==> config.mk <==
export PLATFORM = sky130hd
export DESIGN_NAME = hex_word_scroller
export DESIGN_NICKNAME = d
export VERILOG_FILES = /design/src/rtl/hex_word_scroller.sv
export SDC_FILE = /design/constraint.sdc
export NUM_CORES = 1
export LEC_CHECK = 0
export BUFFER_PORTS_ARGS = -buffer_cell sky130_fd_sc_hd__buf_2
export CAP_MARGIN = 10
export CORE_ASPECT_RATIO = 2
export CORE_MARGIN = 2
export CORE_UTILIZATION = 59
export CTS_BUF_LIST = sky130_fd_sc_hd__clkbuf_8 sky130_fd_sc_hd__clkbuf_16
export DETAILED_ROUTE_END_ITERATION = 10
export GPL_TIMING_DRIVEN = 0
export PLACE_DENSITY = 0.8
export SLEW_MARGIN = 20
export SYNTH_ARGS = -nofsm -noshare
export SYNTH_HDL_FRONTEND = slang
export SYNTH_SLANG_ARGS = --single-unit
export TNS_END_PERCENT = 1
==> constraint.sdc <==
create_clock -name CLOCK_50 -period 3.3 [get_ports CLOCK_50]
set_clock_uncertainty 0.15 [all_clocks]
set_input_delay 0.495 -clock CLOCK_50 [delete_from_list [all_inputs] [get_ports CLOCK_50]]
set_output_delay 0.495 -clock CLOCK_50 [all_outputs]
set_load 0.05 [all_outputs]
==> src/rtl/hex_word_scroller.sv <==
// hex_word_scroller: circular buffer of 3-bit character codes shown as a scrolling window on 7-segment digits.
// Optional blink gating is compiled in with `define HEX_WORD_SCROLLER_BLINK_EN.
module hex_word_scroller #(
  parameter int NUM_DIGITS = 6,
  parameter int MSG_LEN    = 8,
  parameter int TICK_DIV   = 50000000
) (
  input  logic                    CLOCK_50,
  input  logic                    resetn,
  input  logic                    wr_valid,
  input  logic [2:0]              wr_char,
  output logic                    wr_ready,
  input  logic                    run,
  input  logic                    dir,
  input  logic                    clr,
  input  logic                    blink,
  output logic                    tick_o,
  output logic [7*NUM_DIGITS-1:0] HEX
);

  localparam int PW = (MSG_LEN > 1) ? $clog2(MSG_LEN) : 1;
  localparam int CW = $clog2(TICK_DIV);
  localparam logic [PW-1:0] PTR_LAST = PW'(MSG_LEN - 1);
  localparam logic [CW-1:0] CNT_LAST = CW'(TICK_DIV - 1);
  localparam logic [PW:0]   IDX_WRAP = (PW+1)'(MSG_LEN);
  localparam logic [2:0]    CH_BLANK = 3'b111;

  function automatic logic [6:0] seg_decode(input logic [2:0] code);
    logic [6:0] seg;
    case (code)
      3'b000:  seg = 7'h09;
      3'b001:  seg = 7'h06;
      3'b010:  seg = 7'h47;
      3'b011:  seg = 7'h40;
      default: seg = 7'h7F;
    endcase
    return seg;
  endfunction

  logic [2:0]              r_msg [MSG_LEN];
  logic [PW-1:0]           r_wr_ptr;
  logic [PW-1:0]           r_off;
  logic [CW-1:0]           r_presc;
  logic                    r_tick;
  logic [7*NUM_DIGITS-1:0] r_hex;
  logic                    w_tick;
  logic                    w_wr_en;
  logic [PW:0]             w_idx;
  logic [7*NUM_DIGITS-1:0] w_hex;

  assign wr_ready = ~run & ~clr;
  assign w_wr_en  = wr_valid & wr_ready;
  assign w_tick   = run & (r_presc == CNT_LAST);
  assign tick_o   = r_tick;
  assign HEX      = r_hex;

  // Message buffer storage.
  always_ff @(posedge CLOCK_50 or negedge resetn) begin
    if (!resetn) begin
      for (int i = 0; i < MSG_LEN; i++) r_msg[i] <= CH_BLANK;
    end else if (clr) begin
      for (int i = 0; i < MSG_LEN; i++) r_msg[i] <= CH_BLANK;
    end else if (w_wr_en) begin
      r_msg[r_wr_ptr] <= wr_char;
    end
  end

  // Write pointer, prescaler, window offset and tick pulse.
  always_ff @(posedge CLOCK_50 or negedge resetn) begin
    if (!resetn) begin
      r_wr_ptr <= {PW{1'b0}};
      r_off    <= {PW{1'b0}};
      r_presc  <= {CW{1'b0}};
      r_tick   <= 1'b0;
    end else if (clr) begin
      r_wr_ptr <= {PW{1'b0}};
      r_off    <= {PW{1'b0}};
      r_presc  <= {CW{1'b0}};
      r_tick   <= 1'b0;
    end else begin
      if (w_wr_en) begin
        r_wr_ptr <= (r_wr_ptr == PTR_LAST) ? {PW{1'b0}} : r_wr_ptr + PW'(1);
      end
      if (!run || w_tick) begin
        r_presc <= {CW{1'b0}};
      end else begin
        r_presc <= r_presc + CW'(1);
      end
      if (w_tick) begin
        if (dir) begin
          r_off <= (r_off == {PW{1'b0}}) ? PTR_LAST : r_off - PW'(1);
        end else begin
          r_off <= (r_off == PTR_LAST) ? {PW{1'b0}} : r_off + PW'(1);
        end
      end
      r_tick <= w_tick;
    end
  end

`ifdef HEX_WORD_SCROLLER_BLINK_EN
  logic r_phase;

  // Blink phase advances once per scroll step.
  always_ff @(posedge CLOCK_50 or negedge resetn) begin
    if (!resetn) begin
      r_phase <= 1'b0;
    end else if (clr) begin
      r_phase <= 1'b0;
    end else if (w_tick) begin
      r_phase <= ~r_phase;
    end
  end
`else
  logic w_unused_blink;
  assign w_unused_blink = blink;
`endif

  // Window decode: leftmost digit shows msg[off], index wraps at MSG_LEN.
  always_comb begin
    w_hex = {(7*NUM_DIGITS){1'b1}};
    w_idx = {(PW+1){1'b0}};
    for (int k = 0; k < NUM_DIGITS; k++) begin
      w_idx = {1'b0, r_off} + (PW+1)'(NUM_DIGITS - 1 - k);
      if (w_idx >= IDX_WRAP) begin
        w_idx = w_idx - IDX_WRAP;
      end else begin
        w_idx = w_idx;
      end
      w_hex[7*k +: 7] = seg_decode(r_msg[w_idx[PW-1:0]]);
    end
`ifdef HEX_WORD_SCROLLER_BLINK_EN
    if (blink && r_phase) begin
      w_hex = {(7*NUM_DIGITS){1'b1}};
    end else begin
      w_hex = w_hex;
    end
`endif
  end

  // Registered segment outputs.
  always_ff @(posedge CLOCK_50 or negedge resetn) begin
    if (!resetn) begin
      r_hex <= {(7*NUM_DIGITS){1'b1}};
    end else begin
      r_hex <= w_hex;
    end
  end

endmodule
==> results of run 1 <==
[worst max-delay path by stage]
stage | endpoint | cells past startpoint | slack (ns)
after global routing | HEX[30] | 9 | 0.12
after global placement | HEX[30] | 9 | 0.02
after CTS | HEX[30] | 9 | 0.11
final | HEX[30] | 9 | 0.29
after detailed placement | HEX[30] | 9 | -0.03
after floorplan | HEX[2] | 9 | 0.51
[metrics by stage]
stage                     area, um^2  TNS (ns)  cells  util (%)  total power (uW)
after floorplan                 4721         0    439         -              1232
after global placement          5081         0    583     64.91              1281
after detailed placement        5104  -0.03734    584     65.20              1289
after CTS                       5403         0    599     69.02              2303
after global routing            5404         0    599     69.04              2369
final                           5404         0    599     69.04              2291
[layout make-up]
| class | count | area [um^2] |
|---|---|---|
| inverters | 15 | 56.30 |
| clock buffers | 11 | 252.7 |
| plain buffers | 37 | 196.4 |
| well taps | 96 | 120.1 |
| multi-input cells | 299 | 2222 |
| repair buffers | 49 | 262.8 |
| flip-flops and latches | 87 | 2245 |
| clock inverters | 5 | 48.80 |
| fillers | 599 | 2424 |
[power breakdown]
group / internal (uW) / total, uW / switching [uW]
logic: 46.2 / 163 / 117
clock network: 621 / 1020 / 398
registers: 1100 / 1110 / 12.9
total: 1760 / 2290 / 528
[flip-flops by register name (all words and copies together), names as in the netlist]
signal	count
HEX	30
r_presc	26
r_msg	24
r_off	3
r_wr_ptr	3
tick_o	1
[layout by cell type (no fill, tap or decap), types with 15 or more instances in the layout]
master    synthesis  routed
a21oi_1          19      19
buf_2             3      50
clkbuf_1         19      17
dfrtp_1          33      33
dfstp_2          54      54
inv_1            14      16
mux2i_1          31      31
mux4_2           21      21
nand2_1          58      58
nand3_1          22      22
nand3b_1         15      15
nor2_1           25      25
xnor2_1          15      15
[cells by family after synthesis]
logic type               after synthesis  share of synthesized area (%)
AO/OA/AOI/OAI                         41                          4.718
flip-flops                            87                          47.55
XOR/XNOR                              19                          3.525
buffers and inverters                 53                          5.380
multiplexers                          52                          16.59
adder cells (fa/ha/maj)                7                          1.855
AND/OR/NAND/NOR                      180                          20.38
[worst reg2reg max path: stages (launching register included)]
cell and delay, ns:
dfrtp_1 0.36, buf_2 0.28, clkbuf_2 0.31, inv_1 0.11, ha_1 0.44, clkbuf_2 0.31, mux4_2 0.37, mux2i_1 0.35
xnor2_1 0.17, nand2_1 0.07
[cells in the mapped netlist (all sizes together)]
cell type	count	area share (%)
xnor2	15	2.8
or4	8	1.4
a31oi	2	0.26
clkbuf	21	1.7
o31ai	5	0.80
inv	14	1.1
nand2b	13	1.7
nand3	22	2.3
nand2	58	4.6
mux4	21	10
xor2	4	0.74
nand3b	15	2.4
o21ai	14	1.5
nor2	25	2.0
buf	17	2.5
nor2b	4	0.53
nand4	8	1.4
nor4	1	0.13
mux2i	31	6.6
or3	11	1.5
and2	1	0.13
a21oi	19	2.0
o21bai	1	0.16
nor3	4	0.42
dfstp	54	30
nor4b	1	0.32
nor4bb	3	0.64
clkinv	1	0.079
dfrtp	33	17
ha	7	1.9
and4	2	0.37
and3	4	0.53
[layer usage]
metal	wire length [um]	share of wire, %	global-route usage, %	vias to the layer above
li1	-	-	-	1656
met1	3943	40	31.15	1703
met2	5141	53	41.64	94
met3	408	4.2	5.308	22
met4	291	3.0	11.64	0
met5	0	0	0	-
==> impl_metrics.csv, run 1 <==
group,metric,value,unit
cts,cts_hold_buf,0,
floorplan,die_h,130.5,um
floorplan,start_util,60.31,%
critical_path,arrival,3.11,ns
yosys,synth_cells,439,
run,drv_cap,0,
final_layout,drive_gt1_share,32.21,%
routing,ant_nets,0,
critical_path,crit_start,"r_off[0]",
critical_path,path_buf_inv,4,
cts,cts_buffers,9,
timing,setup_ws,0.2914,ns
routing,firstDrtPassIters,5,
critical_path,crit_family,"buffers and inverters",
floorplan,ios,54,
timing,period_needed,3.009,ns
yosys,syn_area_per_cell,10.75,um^2
cts,h-tree-depth,3,
pwr,power_density,423.9,nW/um^2
global_routing,grt_start_max_net_pins,51,
pwr,p_leak,0.002043,uW
global_routing,grt_usage,25.17,%
place,place.gp.congestion,0.8375,
yosys,seq_area_frac_synth,47.55,%
critical_path,timing.rr.end,"HEX[30]",
critical_path,cp_common_cell,"clkbuf_2",
cts,clockBufferDepth,2,
timing,fin_crit_sh,91.17,%
min_path,hold_path_class,"in2async",
yosys,ys_seq_elements,87,
final_layout,fin_nets,515,
cts,cts_resized,1,
floorplan,die_area,8776,um^2
place,place_ws,-0.03055,ns
cts,cts_sinks,87,
cts,cts-root-buf,"clkbuf_16",
routing,drt-total-wl,9784,um
timing,hold_viol_final,0,
routing,wire_per_inst,16.33,um
timing,rsz0062_at_grt,"false",
place,dp_hpwl,6914,um
routing,drtIter0Drc,225,
cts,path_clk_slew,0.06,ns
global_routing,grt_pass1_vias,3342,
critical_path,reg2reg_slack,0.29,ns
cts,clk_latency,0.35,ns
yosys,mappedNetlistNets,456,
timing,fmax,332.4,MHz
critical_path,worstSetupPathType,"reg2reg",
yosys,synthDistinctLibCells,37,
global_routing,antenna_found_initial,0,
yosys,synthesis.area,4721,um^2
global_routing,grt_pass1_wl,16440,um
critical_path,reg2reg_from,"r_off[0]",
timing,slew_violations,0,
critical_path,worst-r2r-cell-count,9,
timing,relSlewSlack,44.73,%
cts,cts_tree,"built",
global_routing,grt-ovfl-total,0,
timing,worst_pin_slew,0.8269,ns
routing,viasPerCell,5.801,
critical_path,endpoint_kind,"flip-flop",
floorplan,core,7828,um^2
floorplan,num_rows,46,
floorplan,die-width,67.25,um
final_layout,antenna_cells,0,
yosys,ys_warn_count,0,
routing,post-route-drc-count,0,
run_status,status,"finished clean",
pwr,ir_drop,0.3559,mV
cts,cts_setup_buffers,0,
critical_path,critPathRequiredTime,3.41,ns
timing,final-setup-viol-count,0,
timing,hold_ws,0.02046,ns
critical_path,crit_path_max_fanout,10,
critical_path,slowest_delay,0.44,ns
critical_path,crit_slowest_cell,"ha_1",
place,io_buffers,48,
routing,vias,3475,
critical_path,setup.worst_path.start_class,"flip-flop",
critical_path,cp_cell_sequence,"buf_2 -> clkbuf_2 -> inv_1 -> ha_1 -> clkbuf_2 -> mux4_2 -> mux2i_1 -> xnor2_1 -> nand2_1",
final_layout,syn_to_final_growth,14.47,%
No activity file was read; power rests on OpenSTA's default activity.
==> run 2, diff against run 1 <==
--- a/config.mk
+++ b/config.mk
@@ -9,11 +9,11 @@
 export CAP_MARGIN = 10
 export CORE_ASPECT_RATIO = 2
 export CORE_MARGIN = 2
-export CORE_UTILIZATION = 59
-export CTS_BUF_LIST = sky130_fd_sc_hd__clkbuf_8 sky130_fd_sc_hd__clkbuf_16
+export CORE_UTILIZATION = 47
+export CTS_BUF_LIST = sky130_fd_sc_hd__clkbuf_4 sky130_fd_sc_hd__clkbuf_8
 export DETAILED_ROUTE_END_ITERATION = 10
 export GPL_TIMING_DRIVEN = 0
-export PLACE_DENSITY = 0.8
+export PLACE_DENSITY = 0.66
 export SLEW_MARGIN = 20
 export SYNTH_ARGS = -nofsm -noshare
 export SYNTH_HDL_FRONTEND = slang
==> run 2 against run 1 <==
Effect of this change:
- clock-buffer cell count grew 2
- flip-flop and latch count is the same
- cell area decreased by 0.49%
- register-to-register slack about the same
- combinational power increased by 2%
- non-clock buffer count up 1
- sequential power hardly changed
- utilization is 14 points lower
- sequential share of layout area increased by 0.20 points
- power shrank 9.9%
- via count shrank 0.63%
- die area grew 24%
==> impl_metrics.csv, run 2 (same netlist as run 1, synthesis figures left out) <==
group,metric,value,unit
run_status,status,"finished clean",
routing,vias,3453,
floorplan,die_area,10910,um^2
pwr,power_frac_seq,53.6,%
pwr,p_int,1561,uW
cts,clockBufferDepth,2,
place,dp_hpwl,7955,um
critical_path,crit_path_max_fanout,10,
critical_path,timing.rr.end,"HEX[2]",
global_routing,antenna_found_initial,0,
cts,cts_setup_buffers,0,
critical_path,critPathRequiredTime,3.43,ns
floorplan,die_h,145.7,um
final_layout,n_fill_cell,873,
final_layout,drive_gt1_share,32.54,%
floorplan,num_rows,51,
routing,wire_per_inst,16.15,um
pwr,power_density,384.0,nW/um^2
final_layout,fin_nets,516,
global_routing,grt-ovfl-total,0,
routing,firstDrtPassIters,4,
critical_path,endpoint_kind,"flip-flop",
timing,worst_pin_slew,0.8612,ns
cts,cts_buffers,9,
timing,hold_ws,0.3140,ns
pwr,pwr-share-comb,8.1,%
cts,h-tree-depth,3,
cts,clk_latency,0.36,ns
place,io_buffers,48,
final_layout,antenna_cells,0,
pwr,switching_share,24.41,%
cts,cts-root-buf,"clkbuf_8",
timing,period_needed,3.004,ns
critical_path,reg2reg_from,"r_off[0]",
pwr,power_switching,504.0,uW
timing,hold_viol_final,0,
critical_path,path_buf_inv,4,
critical_path,setup.worst_path.start_class,"flip-flop",
critical_path,crit_slowest_cell,"ha_1",
routing,ant_nets,0,
timing,fmax,332.9,MHz
pwr,power_frac_clock,38.4,%
critical_path,reg2reg_slack,0.30,ns
timing,final-setup-viol-count,0,
floorplan,die-width,74.87,um
final_layout,final_util,55.08,%
cts,cts_tree,"built",
routing,drt-total-wl,10270,um
timing,slew_violations,0,
final_layout,syn_to_final_growth,13.91,%
global_routing,grt_start_max_net_pins,53,
routing,post-route-drc-count,0,
global_routing,grt_pass1_wl,16620,um
final_layout,layout_commonest_cell,"nand2_1",
cts,cts_sinks,87,
routing,drtIter0Drc,210,
critical_path,cp_cell_sequence,"buf_2 -> clkbuf_2 -> inv_1 -> ha_1 -> clkbuf_2 -> mux4_2 -> mux2i_1 -> xnor2_1 -> nand2_1",
critical_path,worst-r2r-cell-count,9,
min_path,hp-start,"r_presc[0]",
floorplan,core,9763,um^2
min_path,hold_depth,1,
critical_path,cp_common_cell,"clkbuf_2",
timing,relSlewSlack,42.44,%
routing,viasPerCell,5.429,
global_routing,grt_pass1_vias,3423,
timing,tns,0,ns
final_layout,largest_reg_flops,30,
floorplan,ios,54,
critical_path,arrival,3.13,ns
final_layout,final_cell_mix,"nand2_1, dfstp_2, buf_2",
cts,path_clk_slew,0.08,ns
run,drv_cap,0,
place,place.gp.congestion,0.8609,
pwr,ir_drop,0.2220,mV
min_path,hold_path_class,"reg2reg",
timing,rsz0062_at_grt,"false",
critical_path,slowest_delay,0.45,ns
timing,fin_crit_sh,91.03,%
critical_path,crit_family,"buffers and inverters",
critical_path,worstSetupPathType,"reg2reg",
floorplan,start_util,48.35,%
pwr,p_leak,0.002005,uW
global_routing,grt_usage,20.02,%
min_path,hold_path_end,"r_presc[0]",
run 2: metal layers:
| layer | GRT usage (%) | wire length [um] | vias to the layer above |
|---|---|---|---|
| met1 | 19.75 | 3501 | 1675 |
| met2 | 37.15 | 6022 | 107 |
| li1 | - | - | 1646 |
| met3 | 3.532 | 340 | 25 |
| met5 | 0 | 0 | - |
| met4 | 10.45 | 408 | 0 |
run 2: power groups by stage:
| stage | Sequential, uW | Clock [uW] | Combinational, uW |
|---|---|---|---|
| floorplan | 1150 | 0 | 77.5 |
| global placement | 1120 | 0 | 160 |
| detailed placement | 1120 | 0 | 168 |
| CTS | 1110 | 809 | 169 |
| global route | 1110 | 845 | 183 |
| finish | 1110 | 792 | 167 |
run 2: cell type report:
| cell class | count | area [um^2] | area share, % |
|---|---|---|---|
| flip-flops and latches | 87 | 2245 | 41.74 |
| multi-input cells | 299 | 2222 | 41.32 |
| repair buffers | 50 | 280.3 | 5.212 |
| plain buffers | 37 | 196.4 | 3.653 |
| clock buffers | 13 | 172.7 | 3.211 |
| well taps | 132 | 165.2 | 3.071 |
| inverters | 15 | 56.30 | 1.047 |
| clock inverters | 3 | 40.04 | 0.7445 |
run 2: how the worst max path moves through the flow:
stage | start | endpoint | cells past startpoint
final | r_off[0] | HEX[2] | 9
after global routing | r_off[0] | HEX[30] | 9
after CTS | r_off[0] | HEX[2] | 9
after detailed placement | r_off[1] | HEX[2] | 9
after global placement | r_off[1] | HEX[2] | 9
after floorplan | r_off[1] | HEX[2] | 9
run 2: per-stage QoR:
stage                     power (uW)  instances  instance area (um^2)  setup WS [ns]
after floorplan                 1232        439                  4721         0.5125
after global placement          1283        619                  5126       -0.07058
after detailed placement        1292        620                  5156        -0.1426
after CTS                       2083        636                  5376        0.07770
after global routing            2136        636                  5378         0.1569
final                           2065        636                  5378         0.2960
run 2: timing repair:
item,CTS,global route
hold buffers,1,0
gates resized for setup,1,2
hold endpoints to repair,8,0
endpoints found under the setup margin,11,5
pin swaps,0,0
